==> src/rtl/updown_pkg.sv <==
// Shared definitions for the up/down sweep sequencer.
//   state_t          : sequencer states
//   DIR_UP/DIR_DOWN  : encoding of the up_down direction line
//   WIDTH_DEF        : default position/bound width
//   PRESC_W_DEF      : default step-rate prescaler width
package updown_pkg;

    typedef enum logic [1:0] {
        IDLE = 2'd0,
        UP   = 2'd1,
        DOWN = 2'd2,
        DONE = 2'd3
    } state_t;

    localparam logic DIR_UP   = 1'b1;
    localparam logic DIR_DOWN = 1'b0;

    localparam int WIDTH_DEF   = 4;
    localparam int PRESC_W_DEF = 8;

endpackage

==> src/rtl/step_prescaler.sv <==
// Step-rate prescaler: free-running tick counter that wraps at a latched
// terminal value and flags the terminal cycle.
//   clk, rst  : clock, synchronous active-high reset
//   load      : latch presc_in as the terminal value and zero the counter
//   clear     : zero the counter (terminal value kept)
//   en        : count this cycle
//   presc_in  : terminal value to latch on load
//   tc        : high in an enabled cycle whose count equals the terminal value
module step_prescaler
    import updown_pkg::*;
#(
    parameter int PRESC_W = PRESC_W_DEF
) (
    input  logic               clk,
    input  logic               rst,
    input  logic               load,
    input  logic               clear,
    input  logic               en,
    input  logic [PRESC_W-1:0] presc_in,
    output logic               tc
);

    logic [PRESC_W-1:0] tick;
    logic [PRESC_W-1:0] presc_q;

    // Combinational so the sequencer can register the step in the same edge
    // that the counter wraps.
    assign tc = en && (tick == presc_q);

    always_ff @(posedge clk) begin
        if (rst) begin
            tick    <= '0;
            presc_q <= '0;
        end else if (load) begin
            tick    <= '0;
            presc_q <= presc_in;
        end else if (clear) begin
            tick <= '0;
        end else if (en) begin
            tick <= tc ? '0 : tick + PRESC_W'(1);
        end
    end

endmodule

==> src/rtl/updown_sweep_ctrl.sv <==
// Triangle-sweep sequencer for a 4-bit up/down counter datapath.
// Drives direction and a rate-limited step strobe so the count runs
// lo -> hi -> lo, once (mode 0) or repeatedly (mode 1), and mirrors the
// counter value in pos.
//   clk, rst  : clock, synchronous active-high reset
//   start     : begin a sweep (IDLE only); rejected with cfg_err if lo >= hi
//   stop      : abort a running sweep, position held
//   mode      : 0 single sweep, 1 continuous (latched at start)
//   lo, hi    : sweep bounds (latched at start)
//   presc     : one step every presc+1 cycles (latched at start)
//   up_down   : direction to the counter, 1 = up
//   step      : one-cycle advance strobe, coincident with the new pos
//   pos       : position after the latest step
//   busy      : sweep in progress
//   done      : one-cycle pulse after a single sweep completes
//   cfg_err   : one-cycle pulse when start is rejected
module updown_sweep_ctrl
    import updown_pkg::*;
#(
    parameter int WIDTH   = WIDTH_DEF,
    parameter int PRESC_W = PRESC_W_DEF
) (
    input  logic               clk,
    input  logic               rst,
    input  logic               start,
    input  logic               stop,
    input  logic               mode,
    input  logic [WIDTH-1:0]   lo,
    input  logic [WIDTH-1:0]   hi,
    input  logic [PRESC_W-1:0] presc,
    output logic               up_down,
    output logic               step,
    output logic [WIDTH-1:0]   pos,
    output logic               busy,
    output logic               done,
    output logic               cfg_err
);

    state_t           state;
    logic [WIDTH-1:0] lo_q;
    logic [WIDTH-1:0] hi_q;
    logic             mode_q;

    logic             accept;
    logic             tc;
    logic [WIDTH-1:0] pos_inc;
    logic [WIDTH-1:0] pos_dec;

    assign accept  = (state == IDLE) && start && (lo < hi);
    assign pos_inc = pos + WIDTH'(1);
    assign pos_dec = pos - WIDTH'(1);

    // stop gates the prescaler so an abort never coincides with a step.
    step_prescaler #(.PRESC_W(PRESC_W)) u_presc (
        .clk      (clk),
        .rst      (rst),
        .load     (accept),
        .clear    (stop),
        .en       (busy && !stop),
        .presc_in (presc),
        .tc       (tc)
    );

    always_ff @(posedge clk) begin
        if (rst) begin
            state   <= IDLE;
            pos     <= '0;
            up_down <= DIR_UP;
            step    <= 1'b0;
            busy    <= 1'b0;
            done    <= 1'b0;
            cfg_err <= 1'b0;
            lo_q    <= '0;
            hi_q    <= '0;
            mode_q  <= 1'b0;
        end else begin
            step    <= 1'b0;
            done    <= 1'b0;
            cfg_err <= 1'b0;
            case (state)
                IDLE: begin
                    if (accept) begin
                        lo_q    <= lo;
                        hi_q    <= hi;
                        mode_q  <= mode;
                        pos     <= lo;
                        up_down <= DIR_UP;
                        busy    <= 1'b1;
                        state   <= UP;
                    end else if (start) begin
                        cfg_err <= 1'b1;
                    end
                end
                UP: begin
                    if (stop) begin
                        busy  <= 1'b0;
                        state <= IDLE;
                    end else if (tc) begin
                        step <= 1'b1;
                        pos  <= pos_inc;
                        if (pos_inc == hi_q) begin
                            up_down <= DIR_DOWN;
                            state   <= DOWN;
                        end
                    end
                end
                DOWN: begin
                    if (stop) begin
                        busy  <= 1'b0;
                        state <= IDLE;
                    end else if (tc) begin
                        step <= 1'b1;
                        pos  <= pos_dec;
                        if (pos_dec == lo_q) begin
                            if (mode_q) begin
                                up_down <= DIR_UP;
                                state   <= UP;
                            end else begin
                                busy  <= 1'b0;
                                state <= DONE;
                            end
                        end
                    end
                end
                DONE: begin
                    // done lands the cycle after the final step.
                    done  <= 1'b1;
                    state <= IDLE;
                end
                default: state <= IDLE;
            endcase
        end
    end

endmodule

==> config.mk <==
export PLATFORM = sky130hd
export DESIGN_NAME = updown_sweep_ctrl
export DESIGN_NICKNAME = d
export VERILOG_FILES = /design/src/rtl/updown_pkg.sv /design/src/rtl/step_prescaler.sv /design/src/rtl/updown_sweep_ctrl.sv
export SDC_FILE = /design/constraint.sdc
export NUM_CORES = 1
export LEC_CHECK = 0
export ABC_AREA = 0
export BUFFER_PORTS_ARGS = -buffer_cell sky130_fd_sc_hd__buf_2
export CORE_UTILIZATION = 30
export DETAILED_ROUTE_END_ITERATION = 6
export MAX_ROUTING_LAYER = met4
export PLACE_DENSITY = 0.55
export SLEW_MARGIN = 40
export SYNTH_ARGS = -nofsm -noshare
export SYNTH_HDL_FRONTEND = slang
export SYNTH_SLANG_ARGS = --single-unit
==> constraint.sdc <==
create_clock -name clk -period 4.6 [get_ports clk]
set_input_delay 0.69 -clock clk [delete_from_list [all_inputs] [get_ports clk]]
set_output_delay 0.69 -clock clk [all_outputs]
set_load 0.005 [all_outputs]
# Word-level counts from Yosys, hierarchy flattened

Cells that the tools add are included.

$add $sub $neg: 3
$lt $le $gt $ge: 1
Eq/ne operators: 20
Mux-type cells: 34
Bitwise operators: 2
Reduce and logical (&&, ||, !) cells: 16

Operators with widths:

| operator                                         | number |
|---|---|
| 2-to-1 mux 4 bit                                 | 5 |
| 2-to-1 mux 1 bit                                 | 16 |
| 2-to-1 mux 2 bit                                 | 8 |
| != test 2 bit, second input constant             | 7 |
| one-hot mux 4 bit (3 select lines)               | 1 |
| AND reduction 6 bit                              | 2 |
| != test 3 bit, second input constant             | 3 |
| AND reduction 9 bit                              | 1 |
| OR reduction 3 bit                               | 3 |
| adder 8 x 1 -> 8 bit, second input constant      | 1 |
| equality test 4 bit                              | 2 |
| equality test 8 bit                              | 1 |
| 2-to-1 mux 8 bit                                 | 1 |
| one-hot mux 2 bit (4 select lines)               | 1 |
| != test 3 x 2 -> 1 bit, second input constant    | 2 |
| one-hot mux 1 bit (3 select lines)               | 2 |
| AND reduction 5 bit                              | 1 |
| adder 4 x 1 -> 4 bit, second input constant      | 1 |
| equality test 2 bit, second input constant       | 2 |
| logical AND 1 bit                                | 4 |
| less-than comparator 4 bit                       | 1 |
| != test 2 x 1 -> 1 bit, second input constant    | 2 |
| subtractor 4 x 1 -> 4 bit, second input constant | 1 |
| nonzero test 3 bit                               | 1 |
| 6 further kinds                                  | 7 |

Register bits after elaboration: 36
Word-level logic and storage cells: 88

# Longest topological paths before layout

Gate-level depths: netlist (run 1).

Depth in word-level cells: 6
Mapped depth: 9

# Hierarchy

Synthesis (run 1) repeated with hierarchy kept, for this count alone.

Cell total of the unflattened synthesis: 225
Area total of the unflattened synthesis: 2,069.5 um2

Modules (own cells, without submodules):

| module            | times used | cells an instance | area each (um2) | sequential area each (um2) |
|---|---|---|---|---|
| updown_sweep_ctrl | 1          | 147               | 1,308.8         | 400.4 |
| step_prescaler    | 1          | 78                | 760.7           | 320.3 |

# Worst setup path before layout (run 1)

Ideal clock, no wire load.

Path type: input to register
Start: in hi[1]
End: reg up_down
Arrival time: 2.342 ns
Required time: 4.478 ns
Path slack: 2.136 ns
Stages on the path: 7
Cell sequence: inv_1 -> ha_1 -> a211o_1 -> a21o_1 -> a22oi_1 -> nand3_1 -> a221o_1

Longest elaborated chain between the ends: 4

RTL lines:

| element                       | RTL line                 | RTL |
|---|---|---|
| start: declaration            | updown_sweep_ctrl.sv:29  | `input logic [WIDTH-1:0] hi,` |
| less-than comparator 4 bit    | updown_sweep_ctrl.sv:49  | `assign accept = (state == IDLE) && start && (lo < hi);` |
| logical AND 1 bit             | updown_sweep_ctrl.sv:49  |  |
| != test 2 bit (no line)       | n/a                      |  |
| AND reduction 9 bit (no line) | n/a                      |  |
| end signal: assignment        | updown_sweep_ctrl.sv:68  | `up_down <= DIR_UP;` |
| end signal: assignment        | updown_sweep_ctrl.sv:87  | `up_down <= DIR_UP;` |
| end signal: assignment        | updown_sweep_ctrl.sv:102 | `up_down <= DIR_DOWN;` |
| end: declaration              | updown_sweep_ctrl.sv:31  | `output logic up_down,` |

No other way between the ends.
A chain may end at the register's enable or synchronous reset.

# Final worst setup path (run 1)

Start: reg pos[0]
End: reg state[1]

Longest elaborated chain between the ends: 4
Elaborated cells between the ends (all ways): 7
Classes of those cells: add/sub: 2; eq/ne: 4; reduce/logical: 1

RTL lines:

| element                                                           | RTL line                                           | RTL |
|---|---|---|
| start: declaration                                                | updown_sweep_ctrl.sv:33                            | `output logic [WIDTH-1:0] pos,` |
| start signal: assignment                                          | updown_sweep_ctrl.sv:86                            | `pos <= lo;` |
| start signal: assignment                                          | updown_sweep_ctrl.sv:100                           | `pos <= pos_inc;` |
| start signal: assignment                                          | updown_sweep_ctrl.sv:113                           | `pos <= pos_dec;` |
| adder 4 x 1 -> 4 bit or subtractor 4 x 1 -> 4 bit (tied branches) | updown_sweep_ctrl.sv:50, updown_sweep_ctrl.sv:51   |  |
| equality test 4 bit, on equally long branches                     | updown_sweep_ctrl.sv:101, updown_sweep_ctrl.sv:114 |  |
| != test 3 bit (no line)                                           | n/a                                                |  |
| AND reduction 5 bit (no line) *                                   | n/a                                                |  |
| end signal: assignment                                            | updown_sweep_ctrl.sv:97                            | `state <= IDLE;` |
| end signal: assignment                                            | updown_sweep_ctrl.sv:103                           | `state <= DOWN;` |
| end signal: assignment                                            | updown_sweep_ctrl.sv:110                           | `state <= IDLE;` |
| end: declaration                                                  | updown_sweep_ctrl.sv:39                            | `state_t state;` |

Every way passes the cells marked *; elsewhere a longest branch is shown, timed or not.

==> results of run 1 <==
## routing by layer
layer	GRT usage (%)	part of all wire [%]	up-vias
li1	-	-	825
met1	17.05	49	749
met2	21.36	46	28
met3	2.770	3.1	5
met4	5.547	1.6	0
met5	-	0	-
## per-stage QoR
| stage | hold slack [ns] | setup WS, ns |
|---|---|---|
| 2_1_floorplan | 0.4824 | 2.136 |
| 3_3_place_gp | 0.4807 | 1.745 |
| 3_5_place_dp | 0.4783 | 1.702 |
| 4_1_cts | 0.4949 | 1.871 |
| 5_1_grt | 0.5502 | 1.609 |
| 6_report | 0.4923 | 1.834 |
## state kept, by name, summed over array words and instances (netlist names)
name,flops
pos,4
busy,1
step,1
cfg_err,1
u_presc.presc_q,8
mode_q,1
lo_q,4
u_presc.tick,8
state,2
hi_q,4
done,1
up_down,1
## cell type report
cell class              instances  area (um^2)  area share (%)
flip-flops and latches         36        720.7           31.48
repair buffers                 29        145.1           6.339
multi-input cells             170         1186           51.80
inverters                       9        33.78           1.475
well taps                      77        96.34           4.208
clock buffers                   6        72.57           3.169
clock inverters                 2        35.03           1.530
## power groups by stage
| stage | clock network, uW | registers (uW) | logic [uW] |
|---|---|---|---|
| floorplan | 0 | 378 | 279 |
| detailed placement | 0 | 404 | 318 |
| global route | 299 | 405 | 351 |
| global placement | 0 | 404 | 318 |
| CTS | 285 | 397 | 319 |
| finish | 276 | 397 | 316 |
## worst max-delay path: cells and delay by family, from the launching register on
family,cells,cell delay (ns)
AO/OA/AOI/OAI,3,0.88
flip-flops,1,0.63
AND/OR/NAND/NOR,1,0.54
XOR/XNOR,2,0.27
adder cells (fa/ha/maj),1,0.25
buffers and inverters,1,0.10
## placed cells by master (no fill, tap or decap), drive strengths merged, types with 4 or more instances in the layout
master  count
xor2       15
xnor2      11
nand4       4
nand2      12
nand3       7
inv         9
nor2       37
nor2b       5
nand2b      6
clkbuf      6
ha         11
buf        29
a21oi      10
mux2i      21
dfxtp      36
a211oi      4
## final timing paths
check,from,end,slack [ns],cells past startpoint
min,up_down$_SDFFE_PP1P_,up_down$_SDFFE_PP1P_,0.49,1
max,pos[0]$_SDFFE_PP0P_,state[1]$_SDFFE_PP0P_,1.83,8
min reg2reg,up_down$_SDFFE_PP1P_,up_down$_SDFFE_PP1P_,0.49,1
max reg2reg,pos[0]$_SDFFE_PP0P_,state[1]$_SDFFE_PP0P_,1.83,8
## cell families (layout without fill, tap and decap cells)
kind of cell    Yosys count  count (layout)  share of synthesized area (%)
fa+ha+maj                11              11                          6.875
mux                      21              21                          10.50
flops                    36              36                          36.00
simple gates             82              82                          20.19
xor+xnor                 26              26                          11.38
compound gates           30              30                          10.19
buf+inv                  20              46                          4.875
==> results.sh, run 1 <==
export IMPL_status="finished clean"
export IMPL_cp_common_cell="xnor2_1"
export IMPL_cts_tree="built"
export IMPL_yosys_top_cells_count="37 x nor2_1, 36 x dfxtp_1, 21 x mux2i_1"
export IMPL_die_w_um=83.69
export IMPL_setup_violations=0
export IMPL_root_buffer="clkbuf_8"
export IMPL_dp_hpwl_mm=3.169
export IMPL_slew_headroom_pct=46.78
export IMPL_p_int_uw=656.9
export IMPL_yosysTopAreaCellShare_pct=36.00
export IMPL_max_stage_delay_ns=0.63
export IMPL_clock_power_share_pct=27.9
export IMPL_fin_crit_sh_pct=60.13
export IMPL_path_cells="inv_1 -> ha_1 -> xnor2_1 -> xnor2_1 -> or4_4 -> a222oi_1 -> a211oi_1 -> a31o_2"
export IMPL_grt_usage_pct=13.60
export IMPL_cts_clk_slew_worst_paths_ns=0.07
export IMPL_final_cell_count_no_fill=329
export IMPL_synth_area_leaders="dfxtp_1 36%, mux2i_1 11%, nor2_1 6.9%, ha_1 6.9%, xor2_1 6.6%"
export IMPL_yosysMostFrequentCell="nor2_1"
export IMPL_drc=0
export IMPL_placed_cell_area_um2=2182
export IMPL_netlist_area_um2=2002
export IMPL_final_nets=283
export IMPL_syn_area_per_cell_um2=8.858
export IMPL_required_ns=4.79
export IMPL_initial_core_util_pct=31.35
export IMPL_syn_to_final_growth_pct=14.38
export IMPL_tightest_slew_ns=0.7983
export IMPL_ant_nets=0
export IMPL_slew_viol_final=0
export IMPL_synthFlopType="dfxtp_1"
export IMPL_layout_drive_gt1_share_pct=15.87
export IMPL_cts_made_buffers=5
export IMPL_wl_per_cell_um=13.00
export IMPL_antenna_found_initial=0
export IMPL_cp_arrival_ns=2.95
export IMPL_fin_crit_ns=2.766
export IMPL_ctsLongestPathBuffers=2
export IMPL_portBuffers=29
export IMPL_gp_congestion=0.7873
export IMPL_synth_edf_count=0
export IMPL_critPathLaunchType="register"
export IMPL_grt_overflow=0
export IMPL_n_fill_cell=674
export IMPL_grt_max_degree=30
export IMPL_grt_pass1_vias=1495
export IMPL_combPwrFrac_pct=32.0
export IMPL_die_area_um2=7004
export IMPL_place_inst=321
export IMPL_ir_drop_mv=0.1768
export IMPL_yosysUniqueCellTypes=36
export IMPL_hp_class="reg -> reg"
export IMPL_total_power_uw=989.5
export IMPL_pwr_share_seq_pct=40.1
export IMPL_grt_pass1_wl_mm=7.265
export IMPL_wl_mm=4.277
export IMPL_ys_warn_count=0
export IMPL_rsz0062_at_grt="false"
export IMPL_hold_viol_final=0
export IMPL_crit_slowest_cell="dfxtp_1"
export IMPL_path_class="reg -> reg"
export IMPL_ys_ff_latch=36
export IMPL_finalCoreUtilization_pct=35.85
export IMPL_cts_setup_buffers=0
export IMPL_setup_tns_ns=0
export IMPL_syn_instance_count=226
export IMPL_ys_seq_area_share_pct=36.00
export IMPL_vias=1607
export IMPL_first_pass_iters=4
export IMPL_endpoint_kind="register"
export IMPL_rows=29
export IMPL_worst_clock_skew_ns=0.005153
export IMPL_final_area_um2=2290
export IMPL_cp_max_fo=12
export IMPL_drv_cap=0
export IMPL_clk_latency_ns=0.29
export IMPL_p_sw_uw=332.6
export IMPL_synth_top_cell_by_area="dfxtp_1"
export IMPL_antenna_cells=0
export IMPL_hold_buffers=0
export IMPL_h_tree_depth=2
export IMPL_max_freq_ghz=0.3615
export IMPL_viasPerCell=4.884
export IMPL_p_per_area_nw_per_um2=432.1
export IMPL_coreArea_um2=6386
export IMPL_cts_resized=0
export IMPL_drt_initial_drc_count=84
export IMPL_clock_sinks=36
export IMPL_p_leak_uw=0.001042
export IMPL_swShare_pct=33.61
export IMPL_syn_nets=258
export IMPL_async_flop_share_pct=0
export IMPL_ioPinCount=30
export IMPL_die_y_um=83.69
Note: power is estimated with default switching activity, not from simulation.
==> inputs of run 2 (changes only) <==
ABC_AREA = 1   (was 0)
PLACE_DENSITY = 0.57   (was 0.55)
clock period = 2.3 ns   (was 4.6 ns; I/O delays follow)
==> run 2 against run 1 <==
Compared with the run above: sequential cell count is the same; routed wire length grew 22%; die area grew 9.9%; fmax grew 37%; clock skew is essentially flat; register-to-register slack lost 1.6 ns; non-clock buffer count grew 6; global-route usage grew 1.8 points.
==> results.sh, run 2 <==
export IMPL_status="finished clean"
export IMPL_ys_seq_area_share_pct=32.67
export IMPL_max_stage_delay_ns=0.33
export IMPL_layout_commonest_cell="nand2_1"
export IMPL_final_cell_mix="76 x nand2_1, 42 x inv_1, 36 x dfxtp_1, 34 x nor2_1, 29 x buf_2"
export IMPL_yosysUniqueCellTypes=32
export IMPL_layout_drive_gt1_share_pct=20.66
export IMPL_synth_area_leaders="dfxtp_1 33%, nand2_1 13%, inv_1 7.1%, ha_1 6.2%, nor2_1 5.8%"
export IMPL_fin_crit_ns=2.019
export IMPL_die_w_um=87.75
export IMPL_ys_ff_latch=36
export IMPL_grt_pass1_wl_mm=8.832
export IMPL_grt_overflow=0
export IMPL_portBuffers=29
export IMPL_path_cells="inv_1 -> ha_1 -> inv_1 -> nor3_1 -> nand2_1 -> a21oi_1 -> nand2_4 -> inv_2 -> nand3_1 -> nand2_1 -> nand3_1"
export IMPL_gp_congestion=0.8443
export IMPL_syn_nets=360
export IMPL_synth_top_cell_by_area="dfxtp_1"
export IMPL_wl_per_cell_um=11.37
export IMPL_yosys_top_cells_count="76 x nand2_1, 42 x inv_1, 36 x dfxtp_1"
export IMPL_worst_clock_skew_ns=0.004897
export IMPL_rows=30
export IMPL_cp_max_fo=9
export IMPL_endpoint_kind="register"
export IMPL_max_freq_ghz=0.4952
export IMPL_cts_resized=0
export IMPL_hold_start="mode"
export IMPL_grt_max_degree=19
export IMPL_die_area_um2=7700
export IMPL_dp_slack_ns=0.2122
export IMPL_dp_hpwl_mm=4.092
export IMPL_hold_buffers=0
export IMPL_p_leak_uw=0.001253
export IMPL_final_area_um2=2576
export IMPL_ys_warn_count=0
export IMPL_critPathLaunchType="register"
export IMPL_wl_mm=5.220
export IMPL_r2r_setup_slack_ns=0.28
export IMPL_yosysTopAreaCellShare_pct=32.67
export IMPL_hp_class="in -> reg"
export IMPL_initial_core_util_pct=31.77
export IMPL_p_per_area_nw_per_um2=977.2
export IMPL_ioPinCount=30
export IMPL_slew_viol_final=0
export IMPL_reg2reg_from="state[0]$_SDFFE_PP0P_"
export IMPL_clk_latency_ns=0.29
export IMPL_setup_violations=0
export IMPL_viasPerCell=4.529
export IMPL_drv_cap=0
export IMPL_antenna_found_initial=0
export IMPL_finalCoreUtilization_pct=37.10
export IMPL_fin_crit_sh_pct=87.80
export IMPL_required_ns=2.45
export IMPL_synth_edf_count=0
export IMPL_syn_instance_count=328
export IMPL_worst_slack_ns=0.2806
export IMPL_coreArea_um2=6944
export IMPL_placed_cell_area_um2=2480
export IMPL_reg2reg_to="up_down$_SDFFE_PP1P_"
export IMPL_antenna_cells=0
export IMPL_place_inst=452
export IMPL_drc=0
export IMPL_setup_tns_ns=0
export IMPL_async_flop_share_pct=0
export IMPL_path_class="reg -> reg"
export IMPL_vias=2079
export IMPL_ff2ff_path_depth=11
export IMPL_tightest_slew_ns=0.5523
export IMPL_hold_path_endpoint="mode_q$_SDFFE_PP0P_"
export IMPL_ctsLongestPathBuffers=2
export IMPL_ant_nets=0
export IMPL_cts_tree="built"
export IMPL_final_nets=395
export IMPL_clock_sinks=36
export IMPL_crit_slowest_cell="dfxtp_1"
export IMPL_first_pass_iters=4
export IMPL_die_y_um=87.75
export IMPL_hold_viol_final=0
export IMPL_yosysMostFrequentCell="nand2_1"
export IMPL_synthFlopType="dfxtp_1"
export IMPL_cts_clk_slew_worst_paths_ns=0.07
export IMPL_largestRegisters="u_presc.presc_q: 8 flops, u_presc.tick: 8 flops"
export IMPL_grt_pass1_vias=1962
export IMPL_hold_depth=3
export IMPL_syn_to_final_growth_pct=16.79
export IMPL_cts_setup_buffers=0
export IMPL_final_cell_count_no_fill=459
export IMPL_ir_drop_mv=0.3023
export IMPL_n_fill_cell=779
export IMPL_netlist_area_um2=2206
export IMPL_cts_made_buffers=5
export IMPL_drt_initial_drc_count=120
export IMPL_syn_area_per_cell_um2=6.725
export IMPL_slew_headroom_pct=63.14
export IMPL_grt_usage_pct=15.43
export IMPL_h_tree_depth=2
export IMPL_cp_arrival_ns=2.17
export IMPL_root_buffer="clkbuf_8"
export IMPL_rsz0062_at_grt="false"
## run 2: changes by cell type in the layout (fill, tap and decap cells not counted), sizes merged, moves of 5 or more
cell | before | now
nor2b | 5 | 0
nand2 | 12 | 88
xnor2 | 11 | 2
a21oi | 10 | 18
xor2 | 15 | 6
inv | 9 | 51
mux2i | 21 | 0
nand3 | 7 | 24
buf | 29 | 35
nand2b | 6 | 0
o21ai | 2 | 25
## run 2: worst max-delay path, delay by kind of cell, from the launching register on
family / cells / cell delay (ns)
flip-flops: 1 / 0.33
buffers and inverters: 3 / 0.31
AO/OA/AOI/OAI: 1 / 0.29
adder cells (fa/ha/maj): 1 / 0.24
AND/OR/NAND/NOR: 6 / 0.71
## run 2: stage by stage
stage	total power, uW	hold slack [ns]
floorplan	1743	0.4163
global placement	2038	0.4507
detailed placement	2042	0.4533
CTS	2539	0.2979
global route	2744	0.3109
finish	2518	0.3015
## run 2: area by class of cell
class	instances	area, um^2	share of cell area, %
well taps	96	120.1	4.662
multi-input cells	233	1254	48.66
flip-flops and latches	36	720.7	27.97
repair buffers	35	190.2	7.382
clock buffers	7	96.34	3.740
inverters	52	195.2	7.576
## run 2: routing by layer
metal,routed length [um],vias up,GRT usage [%]
met5,0,-,-
met4,82,0,5.812
met3,241,6,2.639
met2,2202,46,23.19
met1,2694,919,20.59
li1,-,1108,-
## run 2: cells by family after synthesis
group / count (synthesis) / synth area share [%]
simple gates: 167 / 36.19
compound gates: 47 / 11.23
fa+ha+maj: 11 / 6.239
flops: 36 / 32.67
buf+inv: 59 / 10.49
xor+xnor: 8 / 3.177
## run 2: how the worst max path moves through the flow
stage / startpoint / endpoint / slack (ns) / depth (start not counted)
3_5_place_dp: lo[3] / up_down$_SDFFE_PP1P_ / 0.21 / 12
3_3_place_gp: lo[3] / up_down$_SDFFE_PP1P_ / 0.23 / 12
6_report: state[0]$_SDFFE_PP0P_ / up_down$_SDFFE_PP1P_ / 0.28 / 11
4_1_cts: state[0]$_SDFFE_PP0P_ / up_down$_SDFFE_PP1P_ / 0.29 / 11
5_1_grt: state[1]$_SDFFE_PP0P_ / up_down$_SDFFE_PP1P_ / 0.03 / 11
2_1_floorplan: pos[0]$_SDFFE_PP0P_ / busy$_SDFFE_PP0P_ / 0.54 / 14
## run 2: power by group
group | switching, uW | total [uW] | leakage, uW | internal [uW]
registers | 92.4 | 839 | 0.000295 | 747
logic | 748 | 1190 | 0.000908 | 440
clock network | 224 | 490 | 0.0000503 | 267
total | 1060 | 2520 | 0.00125 | 1450
==> inputs of run 3 (changes only) <==
BUFFER_PORTS_ARGS = -buffer_cell sky130_fd_sc_hd__buf_4   (was -buffer_cell sky130_fd_sc_hd__buf_2)
==> run 3 against run 2 <==
Compared with the run above: combinational power is 3% higher; first-iteration DRC count shrank 28%; fmax increased by 6.8%; sequential share of layout area decreased by 0.65 points; critical endpoint unchanged; hold slack lost 0.026 ns.
==> results.sh, run 3 (synthesis results as in run 2) <==
export IMPL_final_nets=396
export IMPL_reg2reg_from="state[1]$_SDFFE_PP0P_"
export IMPL_portBuffers=29
export IMPL_hold_depth=2
export IMPL_grt_overflow=0
export IMPL_hold_path_endpoint="step$_SDFF_PP0_"
export IMPL_max_freq_ghz=0.5287
export IMPL_vias=2017
export IMPL_syn_to_final_growth_pct=19.57
export IMPL_placed_cell_area_um2=2560
export IMPL_cts_clk_slew_worst_paths_ns=0.07
export IMPL_root_buffer="clkbuf_8"
export IMPL_slew_headroom_pct=64.68
export IMPL_die_y_um=87.75
export IMPL_initial_core_util_pct=31.77
export IMPL_tightest_slew_ns=0.5292
export IMPL_hold_buffers=0
export IMPL_worst_clock_skew_ns=0.007449
export IMPL_p_leak_uw=0.001269
export IMPL_cts_made_buffers=5
export IMPL_p_per_area_nw_per_um2=946.7
export IMPL_status="finished clean"
export IMPL_gp_congestion=0.8228
export IMPL_clk_latency_ns=0.29
export IMPL_required_ns=2.47
export IMPL_ff2ff_path_depth=11
export IMPL_path_class="reg -> reg"
export IMPL_drc=0
export IMPL_hold_start="rst"
export IMPL_rows=30
export IMPL_fin_crit_ns=1.891
export IMPL_setup_tns_ns=0
export IMPL_reg2reg_to="up_down$_SDFFE_PP1P_"
export IMPL_dp_hpwl_mm=4.002
export IMPL_r2r_setup_slack_ns=0.41
export IMPL_final_area_um2=2638
export IMPL_ctsLongestPathBuffers=2
export IMPL_critPathLaunchType="register"
export IMPL_endpoint_kind="register"
export IMPL_drv_cap=0
export IMPL_grt_pass1_wl_mm=8.928
export IMPL_viasPerCell=4.385
export IMPL_hp_class="in -> reg"
export IMPL_antenna_found_initial=0
export IMPL_cts_setup_buffers=0
export IMPL_drt_initial_drc_count=86
export IMPL_grt_pass1_vias=1949
export IMPL_grt_usage_pct=15.40
export IMPL_clock_sinks=36
export IMPL_wl_per_cell_um=11.10
export IMPL_die_w_um=87.75
export IMPL_slew_viol_final=0
export IMPL_first_pass_iters=4
export IMPL_rsz0062_at_grt="false"
export IMPL_wl_mm=5.106
export IMPL_fin_crit_sh_pct=82.23
export IMPL_coreArea_um2=6944
export IMPL_cp_arrival_ns=2.06
export IMPL_largestRegisters="u_presc.presc_q: 8 flops, u_presc.tick: 8 flops"
export IMPL_cts_tree="built"
export IMPL_ant_nets=0
export IMPL_die_area_um2=7700
export IMPL_h_tree_depth=2
export IMPL_grt_max_degree=18
export IMPL_ir_drop_mv=0.2880
export IMPL_hold_viol_final=0
export IMPL_setup_violations=0
export IMPL_ioPinCount=30
export IMPL_cp_max_fo=6
export IMPL_final_cell_mix="76 x nand2_1, 42 x inv_1, 36 x dfxtp_1, 36 x buf_4, 34 x nor2_1"
export IMPL_layout_drive_gt1_share_pct=20.60
export IMPL_antenna_cells=0
export IMPL_cts_resized=0
export IMPL_layout_commonest_cell="nand2_1"
-- run 3: cell types whose count changed in the layout (fill, tap and decap cells not counted), sizes merged --
cell and change:
buf +1, clkbuf -1, clkinv +1
-- run 3: worst max-delay path: stages (launching register included) --
cell	delay [ns]
dfxtp_1	0.34
inv_1	0.12
ha_1	0.24
inv_1	0.06
nor3_1	0.21
nand2_1	0.15
a21oi_1	0.25
nand2_4	0.11
inv_2	0.11
nand3_1	0.07
nand2_1	0.06
nand3_1	0.06
-- run 3: final cells by class --
class | instances | area, um^2
sequential | 36 | 720.7
fill | 772 | 4307
clock inverter | 1 | 5.005
inverter | 52 | 195.2
multi-input combinational | 233 | 1254
timing repair buffer | 36 | 270.3
tap | 96 | 120.1
clock buffer | 6 | 72.57
-- run 3: worst max path at each step --
stage | start | endpoint | slack, ns | depth (start not counted)
after CTS | state[0]$_SDFFE_PP0P_ | up_down$_SDFFE_PP1P_ | 0.38 | 11
after floorplan | pos[0]$_SDFFE_PP0P_ | busy$_SDFFE_PP0P_ | 0.54 | 14
after global placement | lo[3] | up_down$_SDFFE_PP1P_ | 0.32 | 12
after global routing | pos[0]$_SDFFE_PP0P_ | state[1]$_SDFFE_PP0P_ | 0.17 | 14
after detailed placement | lo[3] | up_down$_SDFFE_PP1P_ | 0.31 | 12
final | state[1]$_SDFFE_PP0P_ | up_down$_SDFFE_PP1P_ | 0.41 | 11
-- run 3: layer usage --
metal	GRT usage [%]	share of wire, %	up-vias
met5	-	0	-
met1	21.51	53	869
met3	2.922	3.8	5
met2	21.71	41	37
met4	5.812	1.7	0
li1	-	-	1106
-- run 3: where the power goes --
group	leakage, uW	internal [uW]	switching, uW
sequential	0.000295	746	92.1
clock	0.0000410	206	227
combinational	0.000933	475	750
-- run 3: metrics by stage --
| stage | power (uW) | cells | setup WS (ns) | util [%] | hold slack, ns |
|---|---|---|---|---|---|
| final | 2497 | 460 | 0.4087 | 37.98 | 0.2754 |
| after global routing | 2746 | 460 | 0.1665 | 37.98 | 0.2665 |
| after CTS | 2518 | 460 | 0.3813 | 37.98 | 0.2691 |
| after detailed placement | 2075 | 453 | 0.3054 | 36.86 | 0.4551 |
| after global placement | 2079 | 453 | 0.3235 | 36.86 | 0.4605 |
| after floorplan | 1743 | 328 | 0.5370 | - | 0.4163 |
